[src/rtl/wrr_hold_arbiter.sv]
// wrr_hold_arbiter: weighted round-robin arbiter for 4 requesters. Each grant
// is held until the owner signals done, drops its request, or times out.
// The optional hold timeout is compiled in with `define WRR_HOLD_TIMEOUT_EN.
module wrr_hold_arbiter #(
  parameter int WEIGHT_W = 4,
  parameter int TIMEOUT  = 16
) (
  input  logic                  clk,
  input  logic                  rst_n,
  input  logic [3:0]            req,
  input  logic [3:0]            done,
  input  logic [4*WEIGHT_W-1:0] weight,
  input  logic                  cfg_load,
  output logic [3:0]            gnt,
  output logic [1:0]            gnt_id,
  output logic                  busy,
  output logic                  timeout_pulse
);

  typedef enum logic [1:0] {
    ST_IDLE    = 2'd0,
    ST_GRANT   = 2'd1,
    ST_RELEASE = 2'd2
  } state_e;

  localparam logic [WEIGHT_W-1:0] ONE = WEIGHT_W'(1);

  if (TIMEOUT < 2 || TIMEOUT > 255) begin : g_bad_timeout
    $error("wrr_hold_arbiter: TIMEOUT must be in 2..255");
  end

  state_e              state_q, state_d;
  logic [3:0]          gnt_q, gnt_d;
  logic [1:0]          gnt_id_q, gnt_id_d;
  logic                busy_q, busy_d;
  logic                timeout_pulse_q, timeout_pulse_d;
  logic [1:0]          ptr_q, ptr_d;
  logic [WEIGHT_W-1:0] weight_q [4];
  logic [WEIGHT_W-1:0] weight_d [4];
  logic [WEIGHT_W-1:0] credit_q [4];
  logic [WEIGHT_W-1:0] credit_d [4];

  logic [WEIGHT_W-1:0] credit_eff [4];
  logic [3:0]          raw_elig;
  logic [3:0]          elig;
  logic                refill;
  logic                win_found;
  logic [1:0]          win_id;
  logic                owner_done;
  logic                owner_abandon;
  logic                timeout_hit;
  logic                release_evt;
  logic [WEIGHT_W-1:0] credit_dec;

  // Weight registers: captured on cfg_load in any state; a zero weight is stored as one.
  always_comb begin
    for (int unsigned i = 0; i < 4; i++) begin
      weight_d[i] = weight_q[i];
      if (cfg_load) begin
        weight_d[i] = (weight[i*WEIGHT_W +: WEIGHT_W] == '0) ? ONE
                                                              : weight[i*WEIGHT_W +: WEIGHT_W];
      end
    end
  end

  // Eligibility, with same-cycle refill when requests exist but none has credit.
  always_comb begin
    raw_elig = '0;
    elig     = '0;
    for (int unsigned i = 0; i < 4; i++) begin
      raw_elig[i] = req[i] && (credit_q[i] != '0);
    end
    refill = (req != '0) && (raw_elig == '0);
    for (int unsigned i = 0; i < 4; i++) begin
      credit_eff[i] = refill ? weight_q[i] : credit_q[i];
      elig[i]       = req[i] && (credit_eff[i] != '0);
    end
  end

  // Round-robin pick: first eligible requester scanning from ptr with 2-bit wrap.
  always_comb begin
    win_found = 1'b0;
    win_id    = ptr_q;
    for (int unsigned k = 0; k < 4; k++) begin
      if (!win_found && elig[ptr_q + 2'(k)]) begin
        win_found = 1'b1;
        win_id    = ptr_q + 2'(k);
      end
    end
  end

  // Release conditions seen while the current owner holds the grant.
  always_comb begin
    owner_done    = done[gnt_id_q];
    owner_abandon = !req[gnt_id_q];
    release_evt   = owner_done || owner_abandon || timeout_hit;
    credit_dec    = credit_q[gnt_id_q] - ONE;
  end

`ifdef WRR_HOLD_TIMEOUT_EN
  localparam logic [7:0] HOLD_LAST = 8'(TIMEOUT - 1);

  logic [7:0] hold_cnt_q, hold_cnt_d;

  // Hold counter: zero outside GRANT, counts cycles spent in GRANT.
  always_comb begin
    hold_cnt_d = '0;
    if (state_q == ST_GRANT) begin
      hold_cnt_d = hold_cnt_q + 8'd1;
    end
  end

  // Hold counter register.
  always_ff @(posedge clk) begin
    if (!rst_n) begin
      hold_cnt_q <= '0;
    end else begin
      hold_cnt_q <= hold_cnt_d;
    end
  end

  assign timeout_hit = (state_q == ST_GRANT) && (hold_cnt_q == HOLD_LAST);
`else
  assign timeout_hit = 1'b0;
`endif

  // Arbitration FSM: next state, grant registers, credit and pointer updates.
  always_comb begin
    state_d         = state_q;
    gnt_d           = gnt_q;
    gnt_id_d        = gnt_id_q;
    busy_d          = busy_q;
    timeout_pulse_d = 1'b0;
    ptr_d           = ptr_q;
    credit_d        = credit_q;
    unique case (state_q)
      ST_IDLE: begin
        if (win_found) begin
          credit_d = credit_eff;
          gnt_d    = 4'b0001 << win_id;
          gnt_id_d = win_id;
          busy_d   = 1'b1;
          state_d  = ST_GRANT;
        end
      end
      ST_GRANT: begin
        if (release_evt) begin
          gnt_d              = '0;
          busy_d             = 1'b0;
          credit_d[gnt_id_q] = credit_dec;
          ptr_d              = (credit_dec != '0) ? gnt_id_q : gnt_id_q + 2'd1;
          // A timeout only counts as forced when no normal release coincides.
          timeout_pulse_d    = timeout_hit && !owner_done && !owner_abandon;
          state_d            = ST_RELEASE;
        end
      end
      ST_RELEASE: begin
        state_d = ST_IDLE;
      end
      default: begin
        state_d = ST_IDLE;
      end
    endcase
  end

  // State and output registers with synchronous active-low reset.
  always_ff @(posedge clk) begin
    if (!rst_n) begin
      state_q         <= ST_IDLE;
      gnt_q           <= '0;
      gnt_id_q        <= '0;
      busy_q          <= 1'b0;
      timeout_pulse_q <= 1'b0;
      ptr_q           <= '0;
      for (int unsigned i = 0; i < 4; i++) begin
        weight_q[i] <= ONE;
        credit_q[i] <= ONE;
      end
    end else begin
      state_q         <= state_d;
      gnt_q           <= gnt_d;
      gnt_id_q        <= gnt_id_d;
      busy_q          <= busy_d;
      timeout_pulse_q <= timeout_pulse_d;
      ptr_q           <= ptr_d;
      weight_q        <= weight_d;
      credit_q        <= credit_d;
    end
  end

  assign gnt           = gnt_q;
  assign gnt_id        = gnt_id_q;
  assign busy          = busy_q;
  assign timeout_pulse = timeout_pulse_q;

endmodule

[config.mk]
export PLATFORM = sky130hd
export DESIGN_NAME = wrr_hold_arbiter
export DESIGN_NICKNAME = d
export VERILOG_FILES = /design/src/rtl/wrr_hold_arbiter.sv
export SDC_FILE = /design/constraint.sdc
export NUM_CORES = 1
export LEC_CHECK = 0
export ABC_CLOCK_PERIOD_IN_PS = 4530
export BUFFER_PORTS_ARGS = -buffer_cell sky130_fd_sc_hd__buf_2
export CAP_MARGIN = 20
export CORE_UTILIZATION = 45
export DETAILED_ROUTE_END_ITERATION = 10
export SLEW_MARGIN = 20
export SYNTH_ARGS = -nofsm -noshare
export SYNTH_HDL_FRONTEND = slang
export SYNTH_SLANG_ARGS = --single-unit
export TNS_END_PERCENT = 1
[constraint.sdc]
create_clock -name clk -period 4.53 [get_ports clk]
set_input_delay 0.6795 -clock clk [delete_from_list [all_inputs] [get_ports clk]]
set_output_delay 0.6795 -clock clk [all_outputs]
set_load 0.05 [all_outputs]
==> results_tabular.tex, run 1 <==
\begin{tabular}{lr}
\hline
Metric & Value \\
\hline
\multicolumn{2}{l}{\textbf{STA}} \\
\quad Final critical-path share of the clock period & 0.6676 \\
\quad Final WS setup & 1.506 ns \\
\quad Final-report setup violation count & 0 \\
\quad Minimum period implied by the final worst setup slack & 3.024 ns \\
\quad Pin slew with the least headroom to its limit & 0.9963 ns \\
\quad Final-layout setup total negative slack & 0 ns \\
\quad Maximum clock frequency & 330.6 MHz \\
\quad Worst hold margin & 0.4548 ns \\
\quad Slew Viols, Final & 0 \\
\quad Total count of hold-check failures in the final report & 0 \\
\quad Worst clock skew & 0.004254 ns \\
\quad RSZ-0062 raised after global routing & no \\
\quad Max-Slew Margin vs Limit & 0.3358 \\
\multicolumn{2}{l}{\textbf{GRT}} \\
\quad Grt total ovfl & 0 \\
\quad Global-route usage over all layers & 0.2383 \\
\quad Global-route wire length before repair & 11.14 mm \\
\quad Initial antenna violation count & 0 \\
\quad Via count of the first global-routing pass & 2219 \\
\quad Pin count of the biggest net entering global routing & 43 \\
\multicolumn{2}{l}{\textbf{Logic synthesis}} \\
\quad Avg Cell Area, Syn & 8.921 um2 \\
\quad Share of the yosys chip area belonging to registers & 0.3305 \\
\quad Post-synthesis net count & 325 \\
\quad Number of warnings issued by yosys & 0 \\
\quad Area of the mapped netlist & 2605 um2 \\
\quad EDFF count, synth & 0 \\
\quad Post-synth top area cell & dfxtp\_1 \\
\quad Complex-gate fraction of the synthesized area & 0.3036 \\
\quad Number of distinct library cells after synthesis & 49 \\
\quad Share of synthesized cell area in and, or, nand and nor gates & 0.1763 \\
\quad Total of flip-flops plus latches after synthesis & 43 \\
\quad Synth area leaders & dfxtp\_1, nand2\_1, mux2i\_1 \\
\quad Xor and xnor area share after synthesis & 0.01009 \\
\quad Post-synth top area share & 0.3305 \\
\quad Largest family of logic cells by synthesized area & compound AO/OA/AOI/OAI gates \\
\quad Share of async-settable or async-resettable flops after synthesis & 0 \\
\quad Synthesized-area fraction occupied by adder cells & 0.02882 \\
\quad Synthesized instance count & 292 \\
\quad Library cell with the highest instance count after synthesis & nand2\_1 \\
\quad Dominant register cell in the synthesized netlist & dfxtp\_1 \\
\quad Most used standard cells in the synthesized netlist & nand2\_1, dfxtp\_1, a21oi\_1, nor2b\_1, o21ai\_0 \\
\quad Share of cell area taken by muxes after synthesis & 0.1105 \\
\multicolumn{2}{l}{\textbf{Die}} \\
\quad DIE AREA & 6097 um2 \\
\quad Initial core utilization & 0.4702 \\
\quad Total core area & 5540 um2 \\
\quad Die width & 78.09 um \\
\quad Number of placed I/O pins & 35 \\
\quad Number of rows created at floorplan & 27 \\
\quad Vertical die dimension & 78.09 um \\
\multicolumn{2}{l}{\textbf{CTS}} \\
\quad Clk pin slew, worst setup/hold paths & 0.08 ns \\
\quad CTS tree & done \\
\quad Maximum root-to-sink buffer count & 2 \\
\quad Number of post-CTS setup repair buffers & 0 \\
\quad Clock H-tree levels & 2 \\
\quad Clk Latency, worst-skew pair & 0.30 ns \\
\quad Clock sink total & 43 \\
\quad Buffer cell driving the clock tree root & clkbuf\_8 \\
\quad Number of instances resized during post-cts repair & 0 \\
\quad Total of hold buffers inserted after clock tree synthesis & 0 \\
\quad Number of buffers created by CTS & 5 \\
\multicolumn{2}{l}{\textbf{Cells and area}} \\
\quad Layout area overhead & 11.19\% \\
\quad Number of fill cells in the layout & 548 \\
\quad Post-route cell area & 2897 um2 \\
\quad Number of diodes added for antenna fixing & 0 \\
\quad Fin nets & 350 \\
\quad Share of cells above drive strength 1 & 0.2044 \\
\multicolumn{2}{l}{\textbf{Placed design}} \\
\quad Dpl ws & 1.602 ns \\
\quad HPWL reported at the end of detailed placement & 4.989 mm \\
\quad Buffers on Ports & 33 \\
\quad Area after detailed placement & 2796 um2 \\
\quad RePlAce Congestion & 0.9368 \\
\multicolumn{2}{l}{\textbf{Pwr}} \\
\quad Maximum resistive drop on vdd & 0.2084 mV \\
\quad P per Cell Area & 596.0 nW/um2 \\
\quad Overall power after layout & 1.726 mW \\
\quad Static leakage & 1.080 nW \\
\multicolumn{2}{l}{\textbf{Worst setup path}} \\
\quad Cell class contributing the biggest share of worst-path delay & simple AND/OR/NAND/NOR gates \\
\quad Worst Setup End Kind & flip-flop \\
\quad Worst Setup Start Kind & flip-flop \\
\quad Worst stage delay on the critical path & 0.72 ns \\
\quad Arrival time reported for the critical path endpoint & 3.16 ns \\
\quad Maximum fanout encountered on the critical timing path & 16 \\
\quad Slowest-stage cell, CP & nor2\_2 \\
\quad Critical path data required time & 4.66 ns \\
\quad Start-to-end type of the worst setup path & reg -> reg \\
\quad Buf+Inv Stages, Crit Path & 0 \\
\quad Critical Path, Cell by Cell & o41ai\_1 > nand4\_1 > nor2\_2 > mux2\_2 > nor2\_1 > o311ai\_0 \\
\multicolumn{2}{l}{\textbf{Route}} \\
\quad Count of routing violations after the opening detailed-route iteration & 155 \\
\quad Via Count & 2323 \\
\quad Vias per Instance & 5.956 \\
\quad Number of nets still failing antenna checks after routing & 0 \\
\quad TritonRoute pass-1 iters & 4 \\
\quad DRC & 0 \\
\quad Routed WL per cell & 17.45 um \\
\quad Post-Route WL & 6.804 mm \\
\multicolumn{2}{l}{\textbf{Flow run}} \\
\quad Number of maximum-capacitance violations & 0 \\
\multicolumn{2}{l}{\textbf{Status}} \\
\quad Run status & finished, final reports clean \\
\multicolumn{2}{l}{\textbf{Min path}} \\
\quad Tightest Hold Check Type & reg -> reg \\
\hline
\end{tabular}
-- layout make-up --
| type | instances | area, um2 | area share |
|---|---|---|---|
| clock buffer | 8 | 100.1 | 0.03456 |
| inverter | 6 | 22.52 | 0.007775 |
| multi-input combinational | 226 | 1643 | 0.5672 |
| sequential | 43 | 860.8 | 0.2972 |
| tap | 72 | 90.09 | 0.03110 |
| timing repair buffer | 35 | 180.2 | 0.06220 |
-- per-layer routing --
| metal | part of all wire | vias to the layer above | GRT usage |
|---|---|---|---|
| li1 | - | 1143 | - |
| met3 | 0.065 | 10 | 0.05814 |
| met1 | 0.46 | 1091 | 0.3082 |
| met2 | 0.46 | 79 | 0.3877 |
| met5 | 0 | - | 0 |
| met4 | 0.018 | 0 | 0.07963 |
-- placed cells by master (no fill, tap or decap), types with 7 or more instances in the layout --
| master | count |
|---|---|
| o21ai_0 | 20 |
| dfxtp_1 | 43 |
| mux2i_1 | 13 |
| buf_2 | 33 |
| a21oi_1 | 20 |
| o41a_1 | 7 |
| nand2_1 | 45 |
| nor2_1 | 11 |
| nor2b_1 | 20 |
| clkbuf_8 | 7 |
| a311o_1 | 12 |
-- final timing paths --
path	startpoint	to	slack [ns]	cells after the start
worst max register to register	credit_q[4]	credit_q[8]	1.51	6
worst min register to register	gnt[3]	gnt[3]	0.45	2
worst min-delay path	gnt[3]	gnt[3]	0.45	2
worst max-delay path	credit_q[4]	credit_q[8]	1.51	6
-- worst min-delay path: stages, from the launching register on --
cell,delay [ns]
dfxtp_1,0.33
nand2_1,0.05
o31ai_1,0.05
-- where the power goes --
group	switching [mW]	internal (mW)
Sequential	0.117	0.464
Combinational	0.547	0.325
Clock	0.133	0.139
-- flip-flops by register name (all words and copies together) (netlist names) --
| name | flops |
|---|---|
| weight_q | 16 |
| busy | 1 |
| ptr_q | 2 |
| state_q | 2 |
| gnt | 4 |
| gnt_id | 2 |
| credit_q | 16 |
-- metrics by stage --
stage / cells / util
3_5_place_dp: 382 / 0.5047
2_1_floorplan: 292 / -
6_report: 390 / 0.5228
5_1_grt: 390 / 0.5228
4_1_cts: 390 / 0.5228
3_3_place_gp: 382 / 0.5047
-- cell families (layout without fill, tap and decap cells) --
| logic type | after synthesis | after routing |
|---|---|---|
| mux | 22 | 22 |
| compound gates | 98 | 98 |
| simple gates | 96 | 96 |
| flops | 43 | 43 |
| other cells | 1 | 1 |
| xor+xnor | 3 | 3 |
| buf+inv | 23 | 49 |
| fa+ha+maj | 6 | 6 |
(Power assumes the default switching activity.)
==> run 2: changes to the inputs <==
--- a/config.mk
+++ b/config.mk
@@ -5,7 +5,7 @@
 export SDC_FILE = /design/constraint.sdc
 export NUM_CORES = 1
 export LEC_CHECK = 0
-export ABC_CLOCK_PERIOD_IN_PS = 4530
+export ABC_CLOCK_PERIOD_IN_PS = 3100
 export BUFFER_PORTS_ARGS = -buffer_cell sky130_fd_sc_hd__buf_2
 export CAP_MARGIN = 20
 export CORE_UTILIZATION = 45
==> constraint.sdc (replaced) <==
create_clock -name clk -period 3.1 [get_ports clk]
set_input_delay 0.465 -clock clk [delete_from_list [all_inputs] [get_ports clk]]
set_output_delay 0.465 -clock clk [all_outputs]
set_load 0.05 [all_outputs]
==> results_tabular.tex, run 2 (synthesis gave the netlist of run 1 again) <==
\begin{tabular}{lr}
\hline
Metric & Value \\
\hline
\multicolumn{2}{l}{\textbf{Status}} \\
\quad Run status & finished, final reports clean \\
\multicolumn{2}{l}{\textbf{CTS}} \\
\quad Clock H-tree levels & 2 (unchanged) \\
\quad Clk Latency, worst-skew pair & 0.30 ns (about the same) \\
\quad Number of post-CTS setup repair buffers & 0 (unchanged) \\
\quad Maximum root-to-sink buffer count & 2 (unchanged) \\
\quad Clk pin slew, worst setup/hold paths & 0.08 ns (about the same) \\
\quad Number of instances resized during post-cts repair & 0 (unchanged) \\
\quad Total of hold buffers inserted after clock tree synthesis & 0 (unchanged) \\
\quad Number of buffers created by CTS & 5 (unchanged) \\
\quad Buffer cell driving the clock tree root & clkbuf\_8 \\
\quad Clock sink total & 43 (unchanged) \\
\quad CTS tree & done \\
\multicolumn{2}{l}{\textbf{Min path}} \\
\quad Tightest Hold Check Type & in -> reg \\
\multicolumn{2}{l}{\textbf{Die}} \\
\quad Vertical die dimension & 78.09 um (unchanged) \\
\quad Total core area & 5540 um2 (unchanged) \\
\quad Number of placed I/O pins & 35 (unchanged) \\
\quad DIE AREA & 6097 um2 (unchanged) \\
\quad Die width & 78.09 um (unchanged) \\
\quad Number of rows created at floorplan & 27 (unchanged) \\
\quad Initial core utilization & 0.4702 (unchanged) \\
\multicolumn{2}{l}{\textbf{STA}} \\
\quad Max-Slew Margin vs Limit & 0.4679 (+0.1321) \\
\quad Final-report setup violation count & 0 (unchanged) \\
\quad Final-layout setup total negative slack & 0 ns (unchanged) \\
\quad Total count of hold-check failures in the final report & 0 (unchanged) \\
\quad Worst clock skew & 0.005436 ns (+0.001182 ns) \\
\quad Worst hold margin & 0.4320 ns (-0.02278 ns) \\
\quad Minimum period implied by the final worst setup slack & 2.688 ns (-0.3366 ns) \\
\quad Slew Viols, Final & 0 (unchanged) \\
\quad RSZ-0062 raised after global routing & no \\
\quad Final critical-path share of the clock period & 0.8670 (+0.1994) \\
\quad Pin slew with the least headroom to its limit & 0.7878 ns (-0.2084 ns) \\
\quad Maximum clock frequency & 372.1 MHz (+13\%) \\
\multicolumn{2}{l}{\textbf{Placed design}} \\
\quad Buffers on Ports & 33 (unchanged) \\
\quad HPWL reported at the end of detailed placement & 5.034 mm (+0.90\%) \\
\quad RePlAce Congestion & 0.9167 (-2.1\%) \\
\multicolumn{2}{l}{\textbf{Cells and area}} \\
\quad Number of fill cells in the layout & 552 (+0.73\%) \\
\quad Share of cells above drive strength 1 & 0.2222 (+0.01782) \\
\quad Final core utilization & 0.5316 (+0.008808) \\
\quad Most frequent cells in the layout & nand2\_1, dfxtp\_1, buf\_2 \\
\quad Commonest non-fill, non-tap cell in the layout & nand2\_1 \\
\quad Area used by multi-input combinational logic & 1643 um2 (unchanged) \\
\quad Layout area overhead & 13.06\% \\
\quad Number of diodes added for antenna fixing & 0 (unchanged) \\
\quad Area taken by flip-flops and latches & 860.8 um2 (unchanged) \\
\quad Fin nets & 356 (+1.7\%) \\
\multicolumn{2}{l}{\textbf{GRT}} \\
\quad Initial antenna violation count & 0 (unchanged) \\
\quad Global-route wire length before repair & 11.56 mm (+3.7\%) \\
\quad Pin count of the biggest net entering global routing & 43 (unchanged) \\
\quad Via count of the first global-routing pass & 2231 (+0.54\%) \\
\quad Grt total ovfl & 0 (unchanged) \\
\quad Global-route usage over all layers & 0.2451 (+0.006828) \\
\multicolumn{2}{l}{\textbf{Worst setup path}} \\
\quad Worst Setup Start Kind & flip-flop \\
\quad Worst Setup End Kind & flip-flop \\
\quad Arrival time reported for the critical path endpoint & 2.91 ns (-0.25 ns) \\
\quad Worst stage delay on the critical path & 0.65 ns (-0.07 ns) \\
\quad Critical Path, Cell by Cell & o41ai\_1 > a41oi\_1 > a41oi\_4 > a21oi\_2 > a311o\_1 > a21boi\_0 \\
\quad Start-to-end type of the worst setup path & reg -> reg \\
\quad Maximum fanout encountered on the critical timing path & 13 (-3) \\
\quad Critical path data required time & 3.33 ns (-1.33 ns) \\
\quad Slowest-stage cell, CP & a41oi\_4 \\
\multicolumn{2}{l}{\textbf{Route}} \\
\quad Routed WL per cell & 17.42 um (-0.14\%) \\
\quad Post-Route WL & 6.899 mm (+1.4\%) \\
\quad DRC & 0 (unchanged) \\
\quad Count of routing violations after the opening detailed-route iteration & 159 (+2.6\%) \\
\quad Number of nets still failing antenna checks after routing & 0 (unchanged) \\
\quad Via Count & 2359 (+1.5\%) \\
\quad Vias per Instance & 5.957 (about the same) \\
\quad TritonRoute pass-1 iters & 4 (unchanged) \\
\multicolumn{2}{l}{\textbf{Flow run}} \\
\quad Number of maximum-capacitance violations & 0 (unchanged) \\
\multicolumn{2}{l}{\textbf{Pwr}} \\
\quad Maximum resistive drop on vdd & 0.4635 mV (+120\%) \\
\quad Static leakage & 1.108 nW (+2.7\%) \\
\quad Overall power after layout & 2.564 mW (+49\%) \\
\quad P per Cell Area & 870.4 nW/um2 (+46\%) \\
\hline
\end{tabular}
-- run 2: changes by cell type in the layout (fill, tap and decap cells not counted) --
| cell | change |
|---|---|
| clkbuf_1 | -1 |
| clkinvlp_4 | +1 |
| buf_4 | +6 |
-- run 2: area by class of cell --
cell class,count,share of cell area
Clock buffer,7,0.03271
Clock inverter,1,0.002549
Inverter,6,0.007647
Multi-Input combinational cell,226,0.5578
Sequential cell,43,0.2923
Tap cell,72,0.03059
Timing Repair Buffer,41,0.07647
-- run 2: stage by stage --
step	std cells	cell area, um2	worst slack, ns
2_1_floorplan	292	2605	0.4514
3_3_place_gp	388	2841	0.5490
3_5_place_dp	388	2841	0.4541
4_1_cts	396	2945	0.4321
5_1_grt	396	2945	0.1297
6_report	396	2945	0.4123
-- run 2: per-layer routing --
layer / global-route usage / vias to the layer above / wire [um]
li1: - / 1153 / -
met1: 0.3425 / 1123 / 3363
met2: 0.3763 / 68 / 3037
met3: 0.04186 / 15 / 353
met4: 0.09259 / 0 / 144
met5: 0 / - / 0
-- run 2: power by group --
group	leakage (nW)	internal [mW]	switching [mW]	total, mW
clock network	0.0505	0.203	0.201	0.404
logic	0.704	0.507	0.812	1.32
registers	0.354	0.678	0.164	0.841
-- run 2: worst max-delay path: cells and delay by family, from the launching register on --
| family | cells | cell delay [ns] |
|---|---|---|
| DFF | 1 | 0.36 |
| AOI/OAI and AO/OA | 6 | 2.24 |
-- run 2: final timing paths --
check | slack (ns) | endpoint | cells past startpoint | startpoint
worst max-delay path | 0.41 | credit_q[1] | 6 | credit_q[14]
worst min-delay path | 0.43 | weight_q[10] | 3 | weight[6]
worst max register to register | 0.41 | credit_q[1] | 6 | credit_q[14]
worst min register to register | 0.45 | gnt[3] | 2 | gnt[3]
